<file path="src/rtl/oppm_encoder_if.sv">
// Packet handshake and chip-stream output between the control FSMs and the OPPM encoder.
interface oppm_encoder_if #(
    parameter int unsigned N_PKT = 48
);
    logic             start_ENC;
    logic [N_PKT-1:0] data_ENC;
    logic             avail_ENC;
    logic             led_out;

    modport master (output start_ENC, output data_ENC, input avail_ENC, input led_out);
    modport slave  (input start_ENC, input data_ENC, output avail_ENC, output led_out);
endinterface

</file>
<file path="src/rtl/oppm_encoder.sv">
// OPPM transmitter: preamble, sync gap, one pulse frame per symbol (MSB first), guard chip.
module oppm_encoder #(
    parameter int unsigned N_PKT          = 48,
    parameter int unsigned BITS_PER_SYM   = 2,
    parameter int unsigned PULSE_CHIPS    = 4,
    parameter int unsigned CHIP_CYCLES    = 16,
    parameter int unsigned PREAMBLE_CHIPS = 8
) (
    input logic          clk,
    input logic          rst_n,
    oppm_encoder_if.slave bus
);
    localparam int unsigned M        = 1 << BITS_PER_SYM;
    localparam int unsigned NSYM     = N_PKT / BITS_PER_SYM;
    localparam int unsigned F        = M - 1 + PULSE_CHIPS;
    localparam int unsigned CHIP_MAX = (F > PREAMBLE_CHIPS) ? F : PREAMBLE_CHIPS;
    localparam int unsigned CYC_W    = (CHIP_CYCLES > 1) ? $clog2(CHIP_CYCLES) : 1;
    localparam int unsigned CHIP_W   = (CHIP_MAX > 1) ? $clog2(CHIP_MAX) : 1;
    localparam int unsigned SYM_W    = (NSYM > 1) ? $clog2(NSYM) : 1;
    localparam int unsigned CMP_W    = CHIP_W + BITS_PER_SYM + 1;

    typedef enum logic [2:0] {
        ST_IDLE,
        ST_PREAMBLE,
        ST_SYNC_GAP,
        ST_SYMBOL,
        ST_GUARD
    } state_e;

    state_e            state_q, state_d;
    logic [CYC_W-1:0]  cyc_q, cyc_d;
    logic [CHIP_W-1:0] chip_q, chip_d;
    logic [SYM_W-1:0]  sym_q, sym_d;
    logic [N_PKT-1:0]  shift_q, shift_d;
    logic              led_q, led_d;
    logic              avail_q, avail_d;

    logic                    chip_end;
    logic [BITS_PER_SYM-1:0] sym_bits;
    logic [CMP_W-1:0]        pulse_lo, pulse_hi, chip_ext;

    // Next-state, counters and shift register
    always_comb begin
        state_d  = state_q;
        cyc_d    = cyc_q;
        chip_d   = chip_q;
        sym_d    = sym_q;
        shift_d  = shift_q;
        chip_end = (cyc_q == CYC_W'(CHIP_CYCLES - 1));

        if (state_q == ST_IDLE) begin
            if (bus.start_ENC) begin
                state_d = ST_PREAMBLE;
                cyc_d   = '0;
                chip_d  = '0;
                sym_d   = '0;
                shift_d = bus.data_ENC;
            end
        end else begin
            cyc_d = chip_end ? '0 : cyc_q + CYC_W'(1);
            if (chip_end) begin
                chip_d = chip_q + CHIP_W'(1);
                case (state_q)
                    ST_PREAMBLE: begin
                        if (chip_q == CHIP_W'(PREAMBLE_CHIPS - 1)) begin
                            state_d = ST_SYNC_GAP;
                            chip_d  = '0;
                        end
                    end
                    ST_SYNC_GAP: begin
                        state_d = ST_SYMBOL;
                        chip_d  = '0;
                        sym_d   = '0;
                    end
                    ST_SYMBOL: begin
                        if (chip_q == CHIP_W'(F - 1)) begin
                            chip_d  = '0;
                            shift_d = shift_q << BITS_PER_SYM;
                            if (sym_q == SYM_W'(NSYM - 1)) begin
                                state_d = ST_GUARD;
                                sym_d   = '0;
                            end else begin
                                sym_d = sym_q + SYM_W'(1);
                            end
                        end
                    end
                    default: begin
                        state_d = ST_IDLE;
                        chip_d  = '0;
                    end
                endcase
            end
        end
    end

    // Outputs are computed from the next state so they line up with it after the edge
    always_comb begin
        sym_bits = shift_d[N_PKT-1 -: BITS_PER_SYM];
        pulse_lo = CMP_W'(sym_bits);
        pulse_hi = pulse_lo + CMP_W'(PULSE_CHIPS - 1);
        chip_ext = CMP_W'(chip_d);
        led_d    = (state_d == ST_PREAMBLE) ||
                   ((state_d == ST_SYMBOL) && (chip_ext >= pulse_lo) && (chip_ext <= pulse_hi));
        avail_d  = (state_d == ST_IDLE);
    end

    always_ff @(posedge clk or negedge rst_n) begin
        if (!rst_n) begin
            state_q <= ST_IDLE;
            cyc_q   <= '0;
            chip_q  <= '0;
            sym_q   <= '0;
            shift_q <= '0;
            led_q   <= 1'b0;
            avail_q <= 1'b1;
        end else begin
            state_q <= state_d;
            cyc_q   <= cyc_d;
            chip_q  <= chip_d;
            sym_q   <= sym_d;
            shift_q <= shift_d;
            led_q   <= led_d;
            avail_q <= avail_d;
        end
    end

    assign bus.led_out   = led_q;
    assign bus.avail_ENC = avail_q;
endmodule

</file>
<file path="src/flat_wrapper.sv">
// flat-port wrapper written by rule: the top's interface ports become plain ports
module oppm_encoder_flat 
#(
    parameter int unsigned N_PKT          = 48,
    parameter int unsigned BITS_PER_SYM   = 2,
    parameter int unsigned PULSE_CHIPS    = 4,
    parameter int unsigned CHIP_CYCLES    = 16,
    parameter int unsigned PREAMBLE_CHIPS = 8
)
  (clk, rst_n, bus_start_ENC, bus_data_ENC, bus_avail_ENC, bus_led_out);
  oppm_encoder_if #(.N_PKT(N_PKT)) bus_i ();
  input logic clk;
  input logic rst_n;
  input wire logic [$bits(bus_i.start_ENC)-1:0] bus_start_ENC;
  input wire logic [$bits(bus_i.data_ENC)-1:0] bus_data_ENC;
  output wire logic [$bits(bus_i.avail_ENC)-1:0] bus_avail_ENC;
  output wire logic [$bits(bus_i.led_out)-1:0] bus_led_out;
  assign bus_i.start_ENC = bus_start_ENC;
  assign bus_i.data_ENC = bus_data_ENC;
  assign bus_avail_ENC = bus_i.avail_ENC;
  assign bus_led_out = bus_i.led_out;
  oppm_encoder #(.N_PKT(N_PKT), .BITS_PER_SYM(BITS_PER_SYM), .PULSE_CHIPS(PULSE_CHIPS), .CHIP_CYCLES(CHIP_CYCLES), .PREAMBLE_CHIPS(PREAMBLE_CHIPS)) u_core (.clk(clk), .rst_n(rst_n), .bus(bus_i));
endmodule
</file>
<file path="config.mk">
export PLATFORM = sky130hd
export DESIGN_NAME = oppm_encoder_flat
export DESIGN_NICKNAME = d
export VERILOG_FILES = /design/src/rtl/oppm_encoder_if.sv /design/src/rtl/oppm_encoder.sv /design/src/flat_wrapper.sv
export SDC_FILE = /design/constraint.sdc
export NUM_CORES = 1
export LEC_CHECK = 0
export BUFFER_PORTS_ARGS = -buffer_cell sky130_fd_sc_hd__buf_2
export CORE_AREA = 5 5 87 89
export CTS_CLUSTER_SIZE = 8
export DETAILED_ROUTE_END_ITERATION = 10
export DIE_AREA = 0 0 92 94
export PLACE_DENSITY = 0.7
export SETUP_SLACK_MARGIN = 0.15
export SYNTH_ARGS = -nofsm -noshare
export SYNTH_HDL_FRONTEND = slang
export SYNTH_SLANG_ARGS = --single-unit
</file>
<file path="constraint.sdc">
create_clock -name clk -period 3.4 [get_ports clk]
set_input_delay 0.51 -clock clk [delete_from_list [all_inputs] [get_ports clk]]
set_output_delay 0.51 -clock clk [all_outputs]
set_load 0.03 [all_outputs]
</file>
==> Flow_metrics.wiki, run 1 <==
{| class="wikitable"
! Metric !! Value
|-
| Most used cells in the layout excluding fill and tap cells || sky130_fd_sc_hd__dfrtp_1, sky130_fd_sc_hd__nand2_1, sky130_fd_sc_hd__buf_2
|-
| Synth async-reset ratio || 100.0%
|-
| Clock network latency to the later pin of the worst-skew pair || about 0.33 ns
|-
| Vias per Instance || 5.759
|-
| Category of the most critical setup path || reg2reg
|-
| IO Pins || 53
|-
| Final design utilization || 55.22%
|-
| Die X || 92 µm
|-
| Count of endpoints failing setup in the final report || 0
|-
| Number of iterations in the first detailed-routing pass || 5
|-
| Register area || 0.001628 mm²
|-
| Period utilization || 87.11%
|-
| Input/output buffers || 52
|-
| Number of warnings reported in the yosys synthesis log || 0
|-
| Worst slew pin tran || about 0.84 ns
|-
| Mean Syn Cell Area || 9.913 µm²
|-
| Seq cells post-synth || 65
|-
| Residual DRC || 0
|-
| Leading cell type in the layout, fill and taps excluded || sky130_fd_sc_hd__dfrtp_1
|-
| Diode count || 0
|-
| WP data required || 3.64 ns
|-
| Number of global-route vias before repair || ~2,600
|-
| Fin. max-slew vios || 0
|-
| Via count of the routed design || about 2,600
|-
| Startpoint of the worst register-to-register path || u_core.chip_q[0]
|-
| Number of failing hold endpoints at the final stage || 0
|-
| Fin Hold WS || 0.2474 ns
|-
| RD Place Congestion || 0.8521
|-
| Antenna violations before repair || 0
|-
| Sw Ratio || a little under two fifths
|-
| Sequential share of power || 44.7%
|-
| Number of instances in the synthesized netlist || 323
|-
| Worst-case clock skew || 0.01241 ns
|-
| Overall track demand over capacity in global routing || between 15 and 20%
|-
| Max Clk Rate || 337.6 MHz
|-
| Register area share after synthesis || 50.84%
|-
| Post-CTS setup repair buffer count || 0
|-
| Remaining Overflow, GRT || 0
|-
| Status || finished, final reports clean
|-
| Max Buffers Root-to-Sink || 2
|-
| Multi-input logic area || between 0.001 and 0.0015 mm²
|-
| VDD IR max || 0.0003720 V
|-
| DRC violation total after the first TritonRoute iteration || 204
|-
| Netlist area before placement || 0.003202 mm²
|-
| Reported max-cap violation count || 0
|-
| DP HPWL || 4892 µm
|-
| Worst slew margin || between 40% and 50%
|-
| Worst min-delay path category || in2async
|-
| Die boundary height || 94 µm
|-
| Net count after synthesis || around 390
|-
| Aggregate negative setup slack || 0 ns
|-
| Clock tree from TritonCTS || built
|-
| Number of levels the H-tree was split into || 3
|-
| Wire length of the first global-routing pass || 12,310 µm
|-
| Filler-free cell count of the finished design || 457
|-
| Post-placement cell count || 441
|-
| Capturing element type of the critical path || register
|-
| Final-stage net count || 434
|-
| Power density normalized to cell area || 784.6 mW/mm²
|-
| Proportion of layout cells with a drive suffix above 1 || between 20% and 30%
|-
| Sink count of the clock tree || 65
|-
| Clk pwr share || 20.4%
|-
| Post-route antenna net violation count || 0
|-
| Maximum number of pins on one net before global-route repair || 48
|-
| Syn-to-layout area delta || 15.24%
|-
| Critical Path Start Type || register
|-
| Post-route minimum period || 2.962 ns
|-
| Internal power || between 1.5 and 2 mW
|-
| Clock slew at the register clock pins of the worst setup and hold paths || 0.08 ns
|-
| Number of enable flip-flop cells after synthesis || 0
|-
| Initial Utilization || 47.92%
|-
| Avg WL per Cell || approximately 16 µm
|-
| Number of distinct library cells after synthesis || 47
|-
| Count of standard-cell rows || 30
|-
| Launch point of the critical path || u_core.chip_q[0]
|-
| Root buf cell || sky130_fd_sc_hd__clkbuf_8
|-
| # fillers || 601
|-
| Power spent charging and discharging nets || between 1 and 1.5 mW
|-
| Setup repair after global routing missed its margin || no
|-
| Area inside the core boundary || 0.006681 mm²
|-
| Critical path data arrival time || between 3 and 4 ns
|-
| Post-detailed-routing wire length || 7242 µm
|-
| Largest fanout on the critical path || 4
|-
| Die footprint || 0.008648 mm²
|-
| Leak pwr || between 1.5 and 2 nW
|-
| CTS buffer count || 9
|-
| Combinational cell fraction of total power || 34.8%
|-
| Dominant synthesized flop cell || sky130_fd_sc_hd__dfrtp_1
|}
## registers in the layout, summed over array words and instances (netlist names)
register,cells
u_core.chip_q,3
u_core.state_q,3
u_core.bus.avail_ENC,1
u_core.bus.led_out,1
u_core.sym_q,5
u_core.cyc_q,4
u_core.shift_q,48
## layer usage
layer	vias to the layer above	global-route usage (%)	routed length, µm
li1	1279	-	-
met1	1282	24.99	3346
met2	65	27.86	3505
met3	6	3.285	328
met4	0	6.683	61
met5	-	0	0
## cell families after synthesis
group,after synthesis,synth area share [%]
flip-flops,65,50.84
adder cells (fa/ha/maj),11,4.298
buffers and inverters,28,4.885
AO/OA/AOI/OAI,129,26.61
AND/OR/NAND/NOR,90,13.37
## path summary, 6_finish.rpt
check	slack [ns]	cells after the start	end
min in group clk	0.43	2	u_core.shift_q[0]
min reg2reg	0.49	2	u_core.shift_q[16]
max	0.44	13	u_core.bus.led_out
max in group asynchronous	2.42	2	u_core.shift_q[32]
min	0.25	1	u_core.shift_q[12]
max reg2reg	0.44	13	u_core.bus.led_out
## Yosys cell counts, drive strengths merged, types with 2 or more instances
| cell type | instances | area share (%) |
|---|---|---|
| a21oi | 4 | 0.63 |
| a22o | 4 | 1.1 |
| nand2 | 60 | 7.0 |
| nor2 | 7 | 0.82 |
| dfrtp | 64 | 50 |
| o31ai | 2 | 0.63 |
| o21a | 2 | 0.47 |
| o21ai | 58 | 9.3 |
| a22oi | 45 | 11 |
| buf | 17 | 3.6 |
| nor4 | 2 | 0.86 |
| nor2b | 2 | 0.39 |
| a32oi | 2 | 0.55 |
| a32o | 2 | 0.66 |
| clkbuf | 6 | 0.70 |
| inv | 5 | 0.59 |
| ha | 11 | 4.3 |
| nand3 | 6 | 1.1 |
| and2 | 4 | 0.78 |
| nor3 | 2 | 0.66 |
## repair_timing
item                       CTS  global route
setup endpoints to repair    0             1
hold buffers                 0             0
gates resized for setup      0             1
## power groups by stage
stage | Clock (mW) | Combinational (mW) | Sequential [mW]
detailed placement | 0 | 1.03 | 1.30
finish | 0.591 | 1.01 | 1.29
CTS | 0.605 | 1.03 | 1.29
floorplan | 0 | 0.798 | 1.26
global placement | 0 | 0.993 | 1.29
global route | 0.639 | 1.17 | 1.34
## worst max-delay path, cell delays in order (launching register included)
cell and delay [ns]:
sky130_fd_sc_hd__dfrtp_1 0.40, sky130_fd_sc_hd__inv_1 0.06, sky130_fd_sc_hd__ha_1 0.21, sky130_fd_sc_hd__nand3_1 0.15
sky130_fd_sc_hd__nor4_4 0.39, sky130_fd_sc_hd__a22oi_1 0.17, sky130_fd_sc_hd__and2_1 0.20, sky130_fd_sc_hd__ha_1 0.29
sky130_fd_sc_hd__ha_1 0.28, sky130_fd_sc_hd__nor2b_1 0.13, sky130_fd_sc_hd__o21a_1 0.16, sky130_fd_sc_hd__o21ai_1 0.14
sky130_fd_sc_hd__o31ai_2 0.09, sky130_fd_sc_hd__a211oi_2 0.21
## per-stage QoR
stage                     area, µm²  setup WS [ns]  power, mW
final                          3690         0.4383      2.895
after global routing           3690         0.1589      3.141
after CTS                      3690         0.3589      2.927
after detailed placement       3507         0.3819      2.326
after global placement         3507         0.4590      2.287
after floorplan                3202         0.4892      2.062
## cell type report
cell class	count	area share, %
Sequential cell	65	44.12
Multi-Input combinational cell	230	38.83
Tap cell	80	2.713
Clock buffer	12	4.205
Inverter	5	0.5086
Clock inverter	4	0.7460
Timing Repair Buffer	61	8.884
(Power assumes the default switching activity.)
==> inputs of run 2 (changes only) <==
ABC_AREA = 1   (was not set)
CORE_AREA = 5 5 89 91   (was 5 5 87 89)
DIE_AREA = 0 0 94 96   (was 0 0 92 94)
==> run 2 against run 1 <==
Net effect:
- area after synthesis rose by 6.1%
- total power fell by 46%
- maximum frequency rose by 11%
- wire length rose by 13%
- die area rose by 4.3%
- critical path depth rose by 2
- sequential share of layout area fell by 2.5 points
- first-iteration DRC count rose by 5.4%
==> Flow_metrics.wiki, run 2 <==
{| class="wikitable"
! Metric !! Value
|-
| Status || finished, final reports clean
|-
| Category of cells accounting for the largest share of critical-path delay || simple AND/OR/NAND/NOR gates
|-
| WP data required || between 3 and 4 ns
|-
| Die X || 94 µm
|-
| Most used cells in the layout excluding fill and tap cells || sky130_fd_sc_hd__nand3_1, sky130_fd_sc_hd__nand2_1, sky130_fd_sc_hd__dfrtp_1
|-
| Area inside the core boundary || a little over 0.007 mm²
|-
| Worst min-delay path category || in2async
|-
| Setup repair after global routing missed its margin || no
|-
| Max Clk Rate || around 370 MHz
|-
| Initial Utilization || around half
|-
| Share of the synthesized area in the top cell type || 47.13%
|-
| Overall track demand over capacity in global routing || 19.33%
|-
| Routed wire length on met2 || ~3900 µm
|-
| Mean Syn Cell Area || roughly 8.4 µm²
|-
| Number of distinct library cells after synthesis || 32
|-
| Seq cells post-synth || 65
|-
| Cell taking the most area after synthesis || sky130_fd_sc_hd__dfrtp_1
|-
| Leading cell type in the layout, fill and taps excluded || sky130_fd_sc_hd__nand3_1
|-
| Number of warnings reported in the yosys synthesis log || 0
|-
| Slowest stage delay, CP || between 0.4 and 0.5 ns
|-
| Uppermost signal routing layer after detailed routing || met4
|-
| Largest fanout on the critical path || 17
|-
| Clock tree from TritonCTS || built
|-
| Leak pwr || 1.819 nW
|-
| Proportion of layout cells with a drive suffix above 1 || between 20% and 30%
|-
| Total Power || between 1.5 and 2 mW
|-
| Post-route antenna net violation count || 0
|-
| Number of levels the H-tree was split into || 3
|-
| Register area share after synthesis || 47.90%
|-
| Fin. max-slew vios || 0
|-
| Post-placement cell count || around 530
|-
| Count of endpoints failing setup in the final report || 0
|-
| Post-detailed-routing wire length || between 8000 and 9000 µm
|-
| Critical path data arrival time || roughly 3 ns
|-
| Die boundary height || 96 µm
|-
| Filler-free cell count of the finished design || roughly 550
|-
| Power density normalized to cell area || 398.3 mW/mm²
|-
| Number of enable flip-flop cells after synthesis || 0
|-
| Critical Path Start Type || register
|-
| Count of standard-cell rows || 31
|-
| Number of failing hold endpoints at the final stage || 0
|-
| Top flop regs || u_core.shift_q (48), u_core.sym_q (5), u_core.cyc_q (4)
|-
| DP HPWL || 5241 µm
|-
| Worst slew pin tran || ~0.82 ns
|-
| Clock network latency to the later pin of the worst-skew pair || 0.34 ns
|-
| Series of cell instances along the critical path || nor2_4 -> nand2_2 -> inv_1 -> nand3_1 -> o21ai_0 -> a21oi_2 -> ha_1 -> ha_1 -> a21oi_1 -> nor2_1 -> o21ai_0 -> nand2_1 -> nand2_1 -> inv_1 -> nor2_1
|-
| Remaining Overflow, GRT || 0
|-
| Capturing element type of the critical path || register
|-
| Diode count || 0
|-
| Die footprint || 0.009024 mm²
|-
| Max Buffers Root-to-Sink || 2
|-
| Final-stage net count || 507
|-
| Period utilization || roughly 79%
|-
| Antenna violations before repair || 0
|-
| Reported max-cap violation count || 0
|-
| Largest cells by area after synthesis || sky130_fd_sc_hd__dfrtp_1, sky130_fd_sc_hd__nand3_1, sky130_fd_sc_hd__nand2_1
|-
| Register ranked first by flip-flop count || u_core.shift_q
|-
| Post-route minimum period || 2.680 ns
|-
| Number of resized instances in the post-cts repair step || 0
|-
| Root buf cell || sky130_fd_sc_hd__clkbuf_8
|-
| Number of hold buffers added after CTS || 0
|-
| Avg WL per Cell || roughly 15 µm
|-
| Number of iterations in the first detailed-routing pass || 4
|-
| Total placed instance area || ~0.0037 mm²
|-
| VDD IR max || 0.0002411 V
|-
| Netlist area before placement || 0.003398 mm²
|-
| CTS buffer count || 9
|-
| # fillers || between 600 and 700
|-
| Dominant synthesized flop cell || sky130_fd_sc_hd__dfrtp_1
|-
| Category of the most critical setup path || reg2reg
|-
| Top cells by count, synth || sky130_fd_sc_hd__nand3_1, sky130_fd_sc_hd__nand2_1, sky130_fd_sc_hd__dfrtp_1
|-
| Finished layout cell area || 0.003909 mm²
|-
| Worst slew margin || 45.01%
|-
| Vias per Instance || around 5.5
|-
| Synth async-reset ratio || 100.0%
|-
| Number of global-route vias before repair || 2,959
|-
| Wire length of the first global-routing pass || 13,770 µm
|-
| Max reg flops || between 40 and 50
|-
| DRC violation total after the first TritonRoute iteration || ~220
|-
| Slowest CP cell || sky130_fd_sc_hd__dfrtp_1
|-
| Post-CTS setup repair buffer count || 0
|-
| Number of instances in the synthesized netlist || 403
|-
| Met3 wirelength from detailed routing || 411 µm
|-
| WP buf/inv || 2
|-
| Net count after synthesis || 465
|-
| Via count of the routed design || about 3,000
|-
| Sink count of the clock tree || between 60 and 70
|-
| Final design utilization || between 50% and 60%
|-
| Residual DRC || 0
|-
| Worst-case clock skew || 0.009263 ns
|-
| Maximum number of pins on one net before global-route repair || 66
|-
| Aggregate negative setup slack || 0 ns
|-
| Input/output buffers || 52
|-
| Wire length on met1 || 3808 µm
|-
| IO Pins || 53
|-
| Clock slew at the register clock pins of the worst setup and hold paths || 0.07 ns
|-
| Leading cell type by number of instances after synthesis || sky130_fd_sc_hd__nand3_1
|-
| Syn-to-layout area delta || 15.02%
|-
| RD Place Congestion || roughly 0.91
|}
[run 2: changes by cell type in the layout (fill, tap and decap cells not counted), sizes merged, moves of 3 or more]
cell	change
a22o	-3
nor2	+3
o21ai	-45
inv	+23
nand2	+24
nand4	+43
nand3	+95
and2	-4
a21oi	+5
a22oi	-44
[run 2: final cells by class]
| type | instances | area [µm²] | area share, % |
|---|---|---|---|
| sequential | 65 | 1628 | 41.65 |
| multi-input combinational | 281 | 1514 | 38.73 |
| timing repair buffer | 59 | 312.8 | 8.003 |
| clock buffer | 11 | 141.4 | 3.617 |
| tap | 99 | 123.9 | 3.169 |
| inverter | 29 | 110.1 | 2.817 |
| clock inverter | 5 | 78.83 | 2.017 |
[run 2: kinds of logic (layout without fill, tap and decap cells)]
kind of cell	Yosys count	after routing	synth area share, %
adders and majority gates	11	11	4.050
DFF	65	65	47.90
xor gates and xnor gates	1	1	0.2578
AOI/OAI and AO/OA	28	28	4.897
and+or+nand+nor	241	241	35.35
buffers and inverters	57	104	7.548
[run 2: per-stage QoR]
| step | worst slack, ns | hold slack, ns |
|---|---|---|
| floorplan | 0.9543 | 0.2144 |
| global placement | 0.8445 | 0.4644 |
| detailed placement | 0.7443 | 0.4690 |
| CTS | 0.7181 | 0.3763 |
| global route | 0.3960 | 0.4125 |
| finish | 0.7199 | 0.3359 |
[run 2: per-layer routing]
layer  GRT usage, %  vias up
li1               -     1487
met1          26.75     1444
met2          29.86       77
met3          4.300       10
met4          7.100        0
met5              0        -
[run 2: worst paths after layout]
kind                                     from                 end  slack [ns]  cells after the start
max in group asynchronous               rst_n  u_core.shift_q[39]        2.51                      2
min in group clk             bus_data_ENC[12]  u_core.shift_q[12]        0.41                      3
min                                     rst_n  u_core.shift_q[47]        0.34                      2
max reg2reg                 u_core.state_q[0]  u_core.bus.led_out        0.72                     15
min reg2reg                u_core.shift_q[26]  u_core.shift_q[26]        0.49                      2
max                         u_core.state_q[0]  u_core.bus.led_out        0.72                     15
[run 2: power by group]
part           switching (mW)  total, mW  internal (mW)
combinational          0.0333     0.0551         0.0217
sequential                  0      0.773          0.773
clock                   0.297      0.729          0.432
==> inputs of run 3 (changes only) <==
PLACE_DENSITY = 0.73   (was 0.7)
clock period = 2.3 ns   (was 3.4 ns; I/O delays follow)
==> run 3 against run 2 <==
Net effect:
- total power increased by 42%
- clock-buffer cell count decreased by 2
- wire length decreased by 0.17%
==> Flow_metrics.wiki, run 3 (synthesis gave the netlist of run 2 again) <==
{| class="wikitable"
! Metric !! Value
|-
| Diode count || 0
|-
| Startpoint of the worst register-to-register path || u_core.state_q[2]
|-
| Fin. max-slew vios || 0
|-
| Largest fanout on the critical path || 4
|-
| Power density normalized to cell area || 527.1 mW/mm²
|-
| Worst-case clock skew || 0.009706 ns
|-
| # fillers || 636
|-
| Initial Utilization || 48.14%
|-
| Hold path depth || 3
|-
| Die footprint || 0.009024 mm²
|-
| Internal power || between 1.5 and 2 mW
|-
| Max Buffers Root-to-Sink || 2
|-
| Worst slew margin || 61.61%
|-
| Category of the most critical setup path || reg2reg
|-
| Leading cell type in the layout, fill and taps excluded || sky130_fd_sc_hd__nand3_1
|-
| Overall track demand over capacity in global routing || 19.02%
|-
| Register ranked first by flip-flop count || u_core.shift_q
|-
| Sequential share of power || 51.8%
|-
| DRC violation total after the first TritonRoute iteration || 234
|-
| Final design utilization || 59.29%
|-
| Number of iterations in the first detailed-routing pass || 5
|-
| Critical Path Start Type || register
|-
| Number of levels the H-tree was split into || 3
|-
| Count of endpoints failing setup in the final report || 0
|-
| Die X || around 94 µm
|-
| Area inside the core boundary || 0.007059 mm²
|-
| Syn-to-layout area delta || 23.16%
|-
| Max Clk Rate || between 400 and 500 MHz
|-
| Period utilization || 97.43%
|-
| Top flop regs || u_core.shift_q (48), u_core.sym_q (5), u_core.cyc_q (4)
|-
| RD Place Congestion || 0.8869
|-
| Vias per Instance || 5.457
|-
| WP data required || 2.57 ns
|-
| Register-to-register setup slack || 0.06 ns
|-
| Worst reg2reg endpoint || u_core.bus.led_out
|-
| IO Pins || 53
|-
| Worst min-delay path category || in2reg
|-
| Remaining Overflow, GRT || 0
|-
| CTS buffer count || 9
|-
| Reg2reg path depth || 16
|-
| Sink count of the clock tree || 65
|-
| Leak pwr || 1.924 nW
|-
| Clk pwr share || 44.3%
|-
| Uppermost signal routing layer after detailed routing || met4
|-
| Critical path data arrival time || 2.51 ns
|-
| Launch point of the critical path || u_core.state_q[2]
|-
| Count of standard-cell rows || 31
|-
| Clock network latency to the later pin of the worst-skew pair || roughly 0.34 ns
|-
| Number of failing hold endpoints at the final stage || 0
|-
| Root buf cell || sky130_fd_sc_hd__clkbuf_8
|-
| Avg WL per Cell || 14.32 µm
|-
| Total Power || ~2.2 mW
|-
| Input/output buffers || 52
|-
| Wire length on met1 || roughly 3700 µm
|-
| Combinational cell fraction of total power || 3.9%
|-
| Wire length of the first global-routing pass || approximately 14,000 µm
|-
| Worst slew pin tran || 0.5758 ns
|-
| Capturing element type of the critical path || register
|-
| Post-detailed-routing wire length || about 8000 µm
|-
| Final-stage net count || 529
|-
| Post-route minimum period || 2.241 ns
|-
| Maximum number of pins on one net before global-route repair || 46
|-
| Sw Ratio || 23.39%
|-
| Setup repair after global routing missed its margin || yes
|-
| Most used cells in the layout excluding fill and tap cells || sky130_fd_sc_hd__nand3_1, sky130_fd_sc_hd__nand2_1, sky130_fd_sc_hd__dfrtp_1
|-
| Met3 wirelength from detailed routing || about 360 µm
|-
| Die boundary height || 96 µm
|-
| VDD IR max || ~0.00025 V
|-
| Status || finished, final reports clean
|-
| Residual DRC || 0
|-
| Power spent charging and discharging nets || a little over 0.5 mW
|-
| Post-route antenna net violation count || 0
|-
| Routed wire length on met2 || 3917 µm
|-
| Number of global-route vias before repair || roughly 3,000
|-
| Proportion of layout cells with a drive suffix above 1 || between 20% and 30%
|-
| Via count of the routed design || about 3,100
|-
| Clock tree from TritonCTS || built
|-
| Max reg flops || 48
|-
| DP HPWL || 5383 µm
|-
| Clock slew at the register clock pins of the worst setup and hold paths || 0.08 ns
|-
| Worst setup path endpoint || u_core.bus.led_out
|-
| Aggregate negative setup slack || 0 ns
|-
| Antenna violations before repair || 0
|-
| Reported max-cap violation count || 0
|}
run 3: changes by cell type in the layout (fill, tap and decap cells not counted), sizes merged:
cell,delta
buf,+21
clkbuf,-2
inv,+2
bufinv,-1
clkinv,+1
dlygate4sd3,+1
run 3: through the flow:
stage / hold WS (ns) / worst slack (ns) / std cells / area [µm²]
floorplan: 0.04941 / -0.01581 / 403 / 3442
global placement: 0.3677 / 0.01551 / 551 / 3880
detailed placement: 0.3693 / -0.06597 / 551 / 3880
CTS: 0.2418 / -0.003637 / 570 / 4120
global route: 0.2573 / -0.1181 / 571 / 4185
finish: 0.2507 / 0.05920 / 571 / 4185
run 3: power groups by stage:
stage	combinational (mW)	clock [mW]	sequential [mW]
2_1_floorplan	0.0112	0	1.16
5_1_grt	0.0989	1.05	1.14
3_5_place_dp	0.0864	0	1.16
4_1_cts	0.0882	0.998	1.14
6_report	0.0865	0.978	1.14
3_3_place_gp	0.0858	0	1.16
run 3: layout make-up:
class	instances	area [µm²]	share of cell area (%)
timing repair buffer	81	500.5	11.96
tap	99	123.9	2.960
clock inverter	7	78.83	1.883
multi-input combinational	281	1613	38.54
clock buffer	9	123.9	2.960
sequential	65	1629	38.92
inverter	29	116.4	2.780
run 3: repair_timing:
item	4_1_cts	5_1_grt
resized for setup	8	12
hold buffers	1	0
setup buffers	2	1
hold endpoints to repair	14	0
setup endpoints to repair	1	1
pin swaps	1	3
run 3: how the worst min path moves through the flow:
stage / end / startpoint
finish: u_core.shift_q[28] / bus_data_ENC[28]
global route: u_core.shift_q[26] / bus_data_ENC[26]
CTS: u_core.shift_q[22] / bus_data_ENC[22]
detailed placement: u_core.shift_q[41] / rst_n
global placement: u_core.shift_q[41] / rst_n
floorplan: u_core.bus.led_out / rst_n
run 3: critical path, stage by stage, from the launching register on:
cell,delay [ns]
sky130_fd_sc_hd__dfrtp_1,0.44
sky130_fd_sc_hd__nor2_4,0.15
sky130_fd_sc_hd__nand2_2,0.09
sky130_fd_sc_hd__inv_1,0.13
sky130_fd_sc_hd__nand3_1,0.12
sky130_fd_sc_hd__o21ai_1,0.11
sky130_fd_sc_hd__buf_4,0.14
sky130_fd_sc_hd__a21oi_4,0.04
sky130_fd_sc_hd__ha_4,0.27
sky130_fd_sc_hd__ha_4,0.19
sky130_fd_sc_hd__a21oi_2,0.11
sky130_fd_sc_hd__nor2_1,0.05
sky130_fd_sc_hd__o21ai_1,0.11
sky130_fd_sc_hd__nand2_1,0.06
sky130_fd_sc_hd__nand2_1,0.05
sky130_fd_sc_hd__inv_1,0.03
sky130_fd_sc_hd__nor2_1,0.07
run 3: layer usage:
layer / global-route usage (%) / vias up
met3: 2.658 / 17
met1: 25.64 / 1481
li1: - / 1527
met2: 30.81 / 91
met5: 0 / -
met4: 8.183 / 0
